$ cat src/rtl/ring_input_buffer.sv
// Write side of the ring router's priority buffers: ring-transit packets fill the
// high-priority bank, locally injected packets fill the low-priority bank, and the
// switch allocator frees slots by grant. Slot arrays and route codes feed the allocator.

// One priority bank: first-empty-slot write, route tagging, and grant-driven free.
module ring_buffer_bank #(
  parameter int unsigned PACKET_SIZE = 49,
  parameter int unsigned BUFFER_SIZE = 4,
  parameter logic [15:0] ROUTER_ID   = 16'h0,
  parameter logic [15:0] RING_PORT   = 16'h1,
  parameter logic [15:0] LOCAL_PORT  = 16'h2
) (
  input  logic                                 clk,
  input  logic                                 rst_n,
  input  logic [PACKET_SIZE-1:0]               in_packet,
  input  logic                                 in_valid,
  output logic                                 in_ready,
  input  logic                                 grant_valid,
  input  logic [15:0]                          grant_pos,
  output logic [PACKET_SIZE-1:0]               slots      [BUFFER_SIZE],
  output logic [15:0]                          route_info [BUFFER_SIZE],
  output logic [$clog2(BUFFER_SIZE+1)-1:0]     count,
  output logic                                 illegal_grant_c
);

  localparam int unsigned CNT_W = $clog2(BUFFER_SIZE + 1);
  localparam int unsigned IDX_W = $clog2(BUFFER_SIZE);
  localparam logic [15:0] BS16  = 16'(BUFFER_SIZE);
  localparam logic [PACKET_SIZE-1:0] VALID_MASK = {1'b1, {(PACKET_SIZE-1){1'b0}}};

  logic [PACKET_SIZE-1:0] slots_nxt [BUFFER_SIZE];
  logic [15:0]            route_nxt [BUFFER_SIZE];
  logic [CNT_W-1:0]       count_nxt;
  logic [IDX_W-1:0]       wr_idx;
  logic [IDX_W-1:0]       free_idx;
  logic                   found;
  logic                   write_c;
  logic                   free_c;

  // Next-state: the write target is chosen from pre-edge occupancy, so it never
  // collides with a slot being freed on the same edge.
  always_comb begin
    slots_nxt       = slots;
    route_nxt       = route_info;
    wr_idx          = '0;
    found           = 1'b0;
    free_idx        = grant_pos[IDX_W-1:0];
    free_c          = grant_valid && (grant_pos < BS16) && slots[free_idx][PACKET_SIZE-1];
    illegal_grant_c = grant_valid && !free_c;

    for (int unsigned i = 0; i < BUFFER_SIZE; i++) begin
      if (!found && !slots[i][PACKET_SIZE-1]) begin
        found  = 1'b1;
        wr_idx = IDX_W'(i);
      end
    end

    write_c = in_valid && in_ready && found;

    if (free_c) begin
      slots_nxt[free_idx] = '0;
      route_nxt[free_idx] = '0;
    end

    if (write_c) begin
      slots_nxt[wr_idx] = in_packet | VALID_MASK;
      route_nxt[wr_idx] = (in_packet[31:16] == ROUTER_ID) ? LOCAL_PORT : RING_PORT;
    end

    count_nxt = count + CNT_W'(write_c) - CNT_W'(free_c);
  end

  // State registers; ready is registered from the next count so it tracks count exactly.
  always_ff @(posedge clk or negedge rst_n) begin
    if (!rst_n) begin
      for (int unsigned i = 0; i < BUFFER_SIZE; i++) begin
        slots[i]      <= '0;
        route_info[i] <= '0;
      end
      count    <= '0;
      in_ready <= 1'b1;
    end else begin
      slots      <= slots_nxt;
      route_info <= route_nxt;
      count      <= count_nxt;
      in_ready   <= (count_nxt < CNT_W'(BUFFER_SIZE));
    end
  end

endmodule

// Top: two independent banks sharing one grant port, plus the sticky grant error flag.
module ring_input_buffer #(
  parameter int unsigned PACKET_SIZE = 49,
  parameter int unsigned BUFFER_SIZE = 4,
  parameter logic [15:0] ROUTER_ID   = 16'h0,
  parameter logic [15:0] RING_PORT   = 16'h1,
  parameter logic [15:0] LOCAL_PORT  = 16'h2
) (
  input  logic                             clk,
  input  logic                             rst_n,
  input  logic [PACKET_SIZE-1:0]           ring_in_packet,
  input  logic                             ring_in_valid,
  output logic                             ring_in_ready,
  input  logic [PACKET_SIZE-1:0]           local_in_packet,
  input  logic                             local_in_valid,
  output logic                             local_in_ready,
  input  logic                             grant_valid,
  input  logic [15:0]                      grant_pos,
  input  logic                             grant_in_high,
  output logic [PACKET_SIZE-1:0]           buffer_high_prior            [BUFFER_SIZE],
  output logic [15:0]                      buffer_high_prior_route_info [BUFFER_SIZE],
  output logic [PACKET_SIZE-1:0]           buffer_low_prior             [BUFFER_SIZE],
  output logic [15:0]                      buffer_low_prior_route_info  [BUFFER_SIZE],
  output logic [$clog2(BUFFER_SIZE+1)-1:0] high_count,
  output logic [$clog2(BUFFER_SIZE+1)-1:0] low_count,
  output logic                             grant_error
);

  logic high_grant_c;
  logic low_grant_c;
  logic high_illegal_c;
  logic low_illegal_c;

  assign high_grant_c = grant_valid &&  grant_in_high;
  assign low_grant_c  = grant_valid && !grant_in_high;

  ring_buffer_bank #(
    .PACKET_SIZE (PACKET_SIZE),
    .BUFFER_SIZE (BUFFER_SIZE),
    .ROUTER_ID   (ROUTER_ID),
    .RING_PORT   (RING_PORT),
    .LOCAL_PORT  (LOCAL_PORT)
  ) u_high (
    .clk             (clk),
    .rst_n           (rst_n),
    .in_packet       (ring_in_packet),
    .in_valid        (ring_in_valid),
    .in_ready        (ring_in_ready),
    .grant_valid     (high_grant_c),
    .grant_pos       (grant_pos),
    .slots           (buffer_high_prior),
    .route_info      (buffer_high_prior_route_info),
    .count           (high_count),
    .illegal_grant_c (high_illegal_c)
  );

  ring_buffer_bank #(
    .PACKET_SIZE (PACKET_SIZE),
    .BUFFER_SIZE (BUFFER_SIZE),
    .ROUTER_ID   (ROUTER_ID),
    .RING_PORT   (RING_PORT),
    .LOCAL_PORT  (LOCAL_PORT)
  ) u_low (
    .clk             (clk),
    .rst_n           (rst_n),
    .in_packet       (local_in_packet),
    .in_valid        (local_in_valid),
    .in_ready        (local_in_ready),
    .grant_valid     (low_grant_c),
    .grant_pos       (grant_pos),
    .slots           (buffer_low_prior),
    .route_info      (buffer_low_prior_route_info),
    .count           (low_count),
    .illegal_grant_c (low_illegal_c)
  );

  // Sticky error: any grant to an out-of-range or empty slot, held until reset.
  always_ff @(posedge clk or negedge rst_n) begin
    if (!rst_n) begin
      grant_error <= 1'b0;
    end else if (high_illegal_c || low_illegal_c) begin
      grant_error <= 1'b1;
    end
  end

endmodule

$ cat config.mk
export PLATFORM = sky130hd
export DESIGN_NAME = ring_input_buffer
export DESIGN_NICKNAME = d
export VERILOG_FILES = /design/src/rtl/ring_input_buffer.sv
export SDC_FILE = /design/constraint.sdc
export NUM_CORES = 1
export LEC_CHECK = 0
export ABC_AREA = 1
export BUFFER_PORTS_ARGS = -buffer_cell sky130_fd_sc_hd__clkbuf_2
export CORE_AREA = 3 3 251 253
export CTS_BUF_LIST = sky130_fd_sc_hd__clkbuf_8
export CTS_CLUSTER_SIZE = 14
export DETAILED_ROUTE_END_ITERATION = 8
export DIE_AREA = 0 0 254 256
export PLACE_DENSITY_LB_ADDON = 0.2
export SETUP_SLACK_MARGIN = 0.2
export SKIP_CTS_REPAIR_TIMING = 1
export SLEW_MARGIN = 15
export SYNTH_ARGS = -nofsm -noshare
export SYNTH_HDL_FRONTEND = slang
export SYNTH_SLANG_ARGS = --single-unit
$ cat constraint.sdc
create_clock -name clk -period 1.8 [get_ports clk]
set_input_delay 0.09 -clock clk [delete_from_list [all_inputs] [get_ports clk]]
set_output_delay 0.09 -clock clk [all_outputs]
set_load 0.01 [all_outputs]
==> flow_summary.yaml, run 1 <==
flow_run:
  cap_viol_max_count: 0
critical_path:
  critPathMaxFanout: 2
  r2r_slack_ps: -110
  r2r-start: "u_low.slots[146]$_DFF_PN0_"
  required_ps: 2330
  reg2reg_to: "u_low.count[2]$_DFF_PN0_"
  cp.arrival_ps: 2440
  critPathCaptureType: "flop"
  path_class: "flop to flop"
  cp-start-kind: "flop"
  r2r_cells: 10
grt:
  antenna_found_initial: 2
  grt_use_total: 0.2233
  grt_max_degree: 93
  grt_first_pass_wirelength_um: 112300
  overflow: 0
  grt_pass1_vias: 17730
floorplan:
  core_area_um2: 61260
  die_w_um: 254
  ios: 649
  chipHeight_um: 256
  dieArea_um2: 65020
  rows: 91
  initial_core_util: 0.3343
route:
  dr.pass1.iters: 5
  routedWlPerCell_um: 22.34
  route.detailed.drc: 0
  vias: 18770
  vias_per_cell: 4.998
  drtIter0Drc: 1226
  finalWirelength_um: 83910
  ant_nets: 0
clock_network:
  cts.sinks: 529
  htreeDepth: 3
  cts_root_buf: "clkbuf_8"
  clk_pin_slew_ps: 60
  clk_latency_ps: 700
  cts_tree: "done"
  cts_made_buffers: 93
  ctsLongestPathBuffers: 3
timing:
  finClkSkew_ps: 54.74
  setup_ws_ps: -110.0
  relSlewSlack: 0.6211
  hold_violations: 1
  tns_ps: -6787
  finalSetupViolCount: 205
  rsz0062_at_grt: "yes"
  max_freq_mhz: 523.6
  tightest_slew_ps: 568.4
  maxSlewViolCount: 0
  period_share: 1.061
  fin_hold_ws_ps: -34.59
  finalCriticalPeriod_ps: 1910
synth:
  yosysSeqAreaShare: 0.6465
  synth_area_um2: 20480
  avgSynthCellArea_um2: 9.999
  yosys.cell_types.count: 28
  yosysWarnings: 0
  synthCells: 2048
  ys_ff_latch: 529
  synth_nets: 2174
place:
  routabilityCongestion: 0.8676
  dp_slack_ps: -184.5
  postPlaceCellArea_um2: 24990
  portBuffers: 646
  dp_hpwl_um: 52190
worst_hold_path:
  hold_depth: 7
  hold_class: "input port to flop"
  min_to: "grant_error$_DFFE_PN0P_"
  hold_start: "grant_valid"
final_layout:
  final_layout_size_suffix_gt1_frac: 0.4109
  final_common_cell: "clkbuf_2"
  fin_util: 0.4985
  fin_nets: 3019
  design_area_um2: 30540
  final_cell_mix: "clkbuf_2, dfrtp_1, nand3_1"
  area_delta_synth_final_pct: 49.12
power_and_ir_drop:
  peakVddDrop_mv: 0.5524
  p_total_mw: 24.66
  powerDensity_nw_per_um2: 807.7
  p_leak_nw: 16.88
run_status:
  violations: "negative hold slack, negative setup slack"
  status: "finished with violations"
## cell type report
cell class | instances | area, um^2
Antenna cell | 2 | 5.005
Clock buffer | 122 | 1679
Clock inverter | 44 | 330.3
Fill cell | 5725 | 30720
Inverter | 206 | 780.7
Multi-Input combinational cell | 1162 | 6854
Sequential cell | 529 | 13250
Tap cell | 790 | 988.4
Timing Repair Buffer | 901 | 6653
## logic make-up after synthesis
| kind of cell | after synthesis | share of synthesized area |
|---|---|---|
| XOR/XNOR | 4 | 0.001711 |
| flip-flops | 529 | 0.6465 |
| adder cells (fa/ha/maj) | 6 | 0.004399 |
| AND/OR/NAND/NOR | 876 | 0.1977 |
| AO/OA/AOI/OAI | 273 | 0.06672 |
| buffers and inverters | 360 | 0.08297 |
## cells in the mapped netlist
cell / instances / area, um^2
nor3b_1: 1 / 7.510
nand4_1: 9 / 56.30
nand3_1: 519 / 2597
xor2_1: 4 / 35.03
nand3_2: 5 / 50.05
dfrtp_1: 527 / 13190
dfstp_2: 2 / 52.55
nor2_1: 28 / 105.1
buf_1: 12 / 45.04
fa_1: 2 / 40.04
inv_2: 7 / 26.28
nand2_1: 298 / 1119
clkbuf_1: 45 / 168.9
buf_4: 23 / 172.7
ha_1: 4 / 50.05
nor2_4: 3 / 33.78
inv_1: 198 / 743.2
a21oi_1: 8 / 40.04
buf_6: 27 / 304.0
nor3_1: 3 / 15.01
nor2_2: 5 / 31.28
o21ai_0: 90 / 450.4
nand2_2: 3 / 18.77
nand3b_1: 1 / 7.510
or2_1: 1 / 6.260
o21ai_1: 175 / 875.8
clkinv_1: 1 / 3.750
buf_2: 47 / 235.2
## power breakdown
group | switching, mW | internal, mW | total (mW)
combinational | 0.560 | 0.331 | 0.890
clock | 5.20 | 6.68 | 11.9
sequential | 0.000000000321 | 11.9 | 11.9
## critical path, cell delays in order, from the launching register on
cell and delay [ps]:
dfrtp_2 420, nand3_2 60, nand2_1 60, nor2_2 110, nor3_1 70, ha_1 270, inv_1 40, ha_2 170
fa_2 360, xor2_2 160, inv_1 60
## through the flow
stage	hold WS, ps	cells
after detailed placement	85.97	3416
after floorplan	-205.6	2048
after global routing	39.99	3756
final	-34.59	3756
after CTS	-691.8	3582
after global placement	86.09	3416
## registers in the layout, summed over array words and instances, names as in the netlist
name,count
grant_error,1
u_high.count,3
u_high.in_ready,1
u_high.route_info,64
u_high.slots,196
u_low.count,3
u_low.in_ready,1
u_low.route_info,64
u_low.slots,196
## routing by layer
metal	GRT usage	routed length, um
met1	0.2792	33400
met2	0.3636	40540
met3	0.06503	6754
met4	0.08920	3208
met5	0	0
## worst max-delay path by stage
stage                                     startpoint                         to  depth (start not counted)
after floorplan           u_high.slots[97]$_DFF_PN0_  u_high.count[2]$_DFF_PN0_                         10
after global placement                 grant_pos[15]   u_low.count[2]$_DFF_PN0_                         12
after detailed placement               grant_pos[15]   u_low.count[2]$_DFF_PN0_                         12
after CTS                 u_low.slots[146]$_DFF_PN0_   u_low.count[2]$_DFF_PN0_                         10
after global routing      u_high.slots[48]$_DFF_PN0_  u_high.count[2]$_DFF_PN0_                         10
final                     u_low.slots[146]$_DFF_PN0_   u_low.count[2]$_DFF_PN0_                         10
(Power assumes the default switching activity.)
==> run 2, diff against run 1 <==
- CORE_AREA: 3 3 251 253 -> 3 3 252 254
- DIE_AREA: 0 0 254 256 -> 0 0 255 257
- SYNTH_HIERARCHICAL: default -> 1
==> run 2 against run 1 <==
The flow still finishes with violations (negative hold slack, negative setup slack). Worst hold slack improved by 33 ps. Routed wire length fell by 5.4%. Final cell count down 1.8%. Synthesized area up 0.84%. Global-route usage is 1.0 points lower. Clock power is 8% lower. Clock skew fell by 24 ps. Sequential cell count unchanged. Critical path depth increased by 1. Combinational power grew 2%. Critical endpoint is now u_high/in_ready$_DFF_PN1_.
==> flow_summary.yaml, run 2 <==
route:
  drtIter0Drc: 1027
  vias_per_cell: 4.942
  dr.pass1.iters: 5
  vias: 18230
  routedWlPerCell_um: 21.52
  ant_nets: 0
  finalWirelength_um: 79370
  route.detailed.drc: 0
timing:
  maxSlewViolCount: 0
  relSlewSlack: 0.5292
  hold_violations: 1
  rsz0062_at_grt: "yes"
  fin_hold_ws_ps: -1.851
  max_freq_mhz: 511.1
  period_share: 1.087
  finalSetupViolCount: 6
  finalCriticalPeriod_ps: 1957
  finClkSkew_ps: 30.50
  setup_ws_ps: -156.6
  tightest_slew_ps: 704.4
grt:
  overflow: 0
  grt_use_total: 0.2133
  grt_pass1_vias: 17190
  grt_first_pass_wirelength_um: 107900
  grt_max_degree: 116
  antenna_found_initial: 2
synth:
  yosysSeqAreaShare: 0.6411
  yosysWarnings: 6
  synth_flop_cell: "dfrtp_1"
  synth_top_area_share: 0.6386
  synth_area_um2: 20650
  async_reset_ff_frac: 1.000
  yosysMostFrequentCell: "dfrtp_1"
  yosys.cell_types.count: 29
  synth-edff-count: 0
  ys_ff_latch: 529
  synthCells: 1968
  yosys-top-cells-count: "dfrtp_1, nand3_1, o21ai_0, inv_1, o21ai_1"
  yosysTopAreaCell: "dfrtp_1"
  synth_nets: 2094
  avgSynthCellArea_um2: 10.49
  synthTopCellsByArea: "dfrtp_1, nand3_1, o21ai_0"
critical_path:
  r2r_cells: 11
  r2r-start: "u_high/slots[146]$_DFF_PN0_"
  required_ps: 2400
  critPathMaxFanout: 3
  cp.arrival_ps: 2550
  reg2reg_to: "u_high/in_ready$_DFF_PN1_"
  path_class: "flop to flop"
  critPathCaptureType: "flop"
  endpoint: "u_high/in_ready$_DFF_PN1_"
  setup.worst_path.start: "u_high/slots[146]$_DFF_PN0_"
  cp-start-kind: "flop"
  r2r_slack_ps: -160
run_status:
  status: "finished with violations"
  violations: "negative hold slack, negative setup slack"
clock_network:
  cts_root_buf: "clkbuf_8"
  cts_made_buffers: 90
  htreeDepth: 3
  clk_latency_ps: 670
  clk_pin_slew_ps: 60
  ctsLongestPathBuffers: 3
  cts_tree: "done"
  cts.sinks: 529
final_layout:
  largestRegisters: "u_high/slots: 196 flops, u_low/slots: 196 flops"
  final_layout_size_suffix_gt1_frac: 0.4065
  fin_util: 0.4886
  n_fill_cell: 5744
  final_common_cell: "clkbuf_2"
  final_cell_mix: "clkbuf_2, dfrtp_1, nand3_1"
  area_delta_synth_final_pct: 45.47
  fin_nets: 2956
power_and_ir_drop:
  peakVddDrop_mv: 0.6008
  p_leak_nw: 16.46
  clockPowerShare: 0.459
  swShare: 0.2370
  power_frac_comb: 0.038
  power.internal_mw: 18.07
  pwr-share-seq: 0.502
  p_total_mw: 23.68
  switchingPower_mw: 5.611
  powerDensity_nw_per_um2: 788.2
flow_run:
  cap_viol_max_count: 0
floorplan:
  initial_core_util: 0.3359
  chipHeight_um: 257
  ios: 649
  dieArea_um2: 65540
  rows: 91
  die_w_um: 255
  core_area_um2: 61480
worst_hold_path:
  hold_class: "input port to flop"
place:
  portBuffers: 646
  routabilityCongestion: 0.8536
  dp_hpwl_um: 51740
## run 2: cell types whose count changed after synthesis, sizes merged, moves of 7 or more
| cell | before | now |
|---|---|---|
| nand2 | 301 | 62 |
| o21ai | 265 | 392 |
| inv | 205 | 237 |
| nand3 | 524 | 508 |
| nand4 | 9 | 20 |
| clkbuf | 45 | 36 |
| buf | 109 | 116 |
## run 2: layer usage
layer	vias to the layer above	track usage	routed length [um]
li1	8362	-	-
met1	8961	0.2593	30960
met2	752	0.3486	38420
met3	155	0.07247	6978
met4	2	0.08394	3007
met5	-	0	13
## run 2: kinds of logic after synthesis
family | after synthesis | share of synthesized area
adder cells (fa/ha/maj) | 6 | 0.004362
AO/OA/AOI/OAI | 402 | 0.09755
AND/OR/NAND/NOR | 636 | 0.1593
flip-flops | 529 | 0.6411
XOR/XNOR | 4 | 0.001696
buffers and inverters | 391 | 0.09591
## run 2: worst min-delay path by stage
| stage | end | cells past startpoint | start | slack [ps] |
|---|---|---|---|---|
| after floorplan | grant_error$_DFFE_PN0P_ | 0 | rst_n | -210 |
| after global routing | grant_error$_DFFE_PN0P_ | 7 | grant_in_high | 40 |
| after global placement | u_low/slots[163]$_DFF_PN0_ | 1 | rst_n | 40 |
| after detailed placement | u_low/slots[163]$_DFF_PN0_ | 1 | rst_n | 40 |
| after CTS | u_low/slots[163]$_DFF_PN0_ | 1 | rst_n | -700 |
| final | grant_error$_DFFE_PN0P_ | 7 | grant_in_high | -2 |
## run 2: final cells by class
type	instances	area [um^2]	area share
sequential	529	13250	0.4411
clock buffer	103	1418	0.04719
timing repair inverter	2	32.53	0.001083
clock inverter	57	381.6	0.01270
inverter	239	930.9	0.03099
timing repair buffer	920	6650	0.2214
multi-input combinational	1048	6386	0.2126
tap	790	988.4	0.03290
antenna	1	2.502	0.00008330
## run 2: through the flow
step	TNS [ps]	setup WS, ps	cell area (um^2)	instances
finish	-464.3	-156.6	30040	3689
global route	-996.9	-253.3	30040	3688
CTS	-493.0	-189.8	27160	3533
detailed placement	-447.9	-152.7	25360	3373
global placement	-233.8	-116.3	25360	3373
floorplan	-536.0	-159.7	20740	1968
## run 2: power by group through the flow
stage / clock, mW / sequential (mW) / combinational (mW)
after global placement: 0 / 12.1 / 0.716
after detailed placement: 0 / 12.1 / 0.724
after floorplan: 0 / 12.1 / 0.124
final: 10.9 / 11.9 / 0.909
after global routing: 11.8 / 11.9 / 1.00
after CTS: 11.2 / 11.9 / 0.727
## run 2: worst max-delay path, cell delays in order (launching register included)
cell and delay, ps:
dfrtp_2 420, nand2_2 70, nand2_2 60, nand2_2 80, nand2_4 50, and3_4 150
ha_4 250, inv_2 30, ha_4 140, fa_2 340, xor2_2 160, buf_4 140
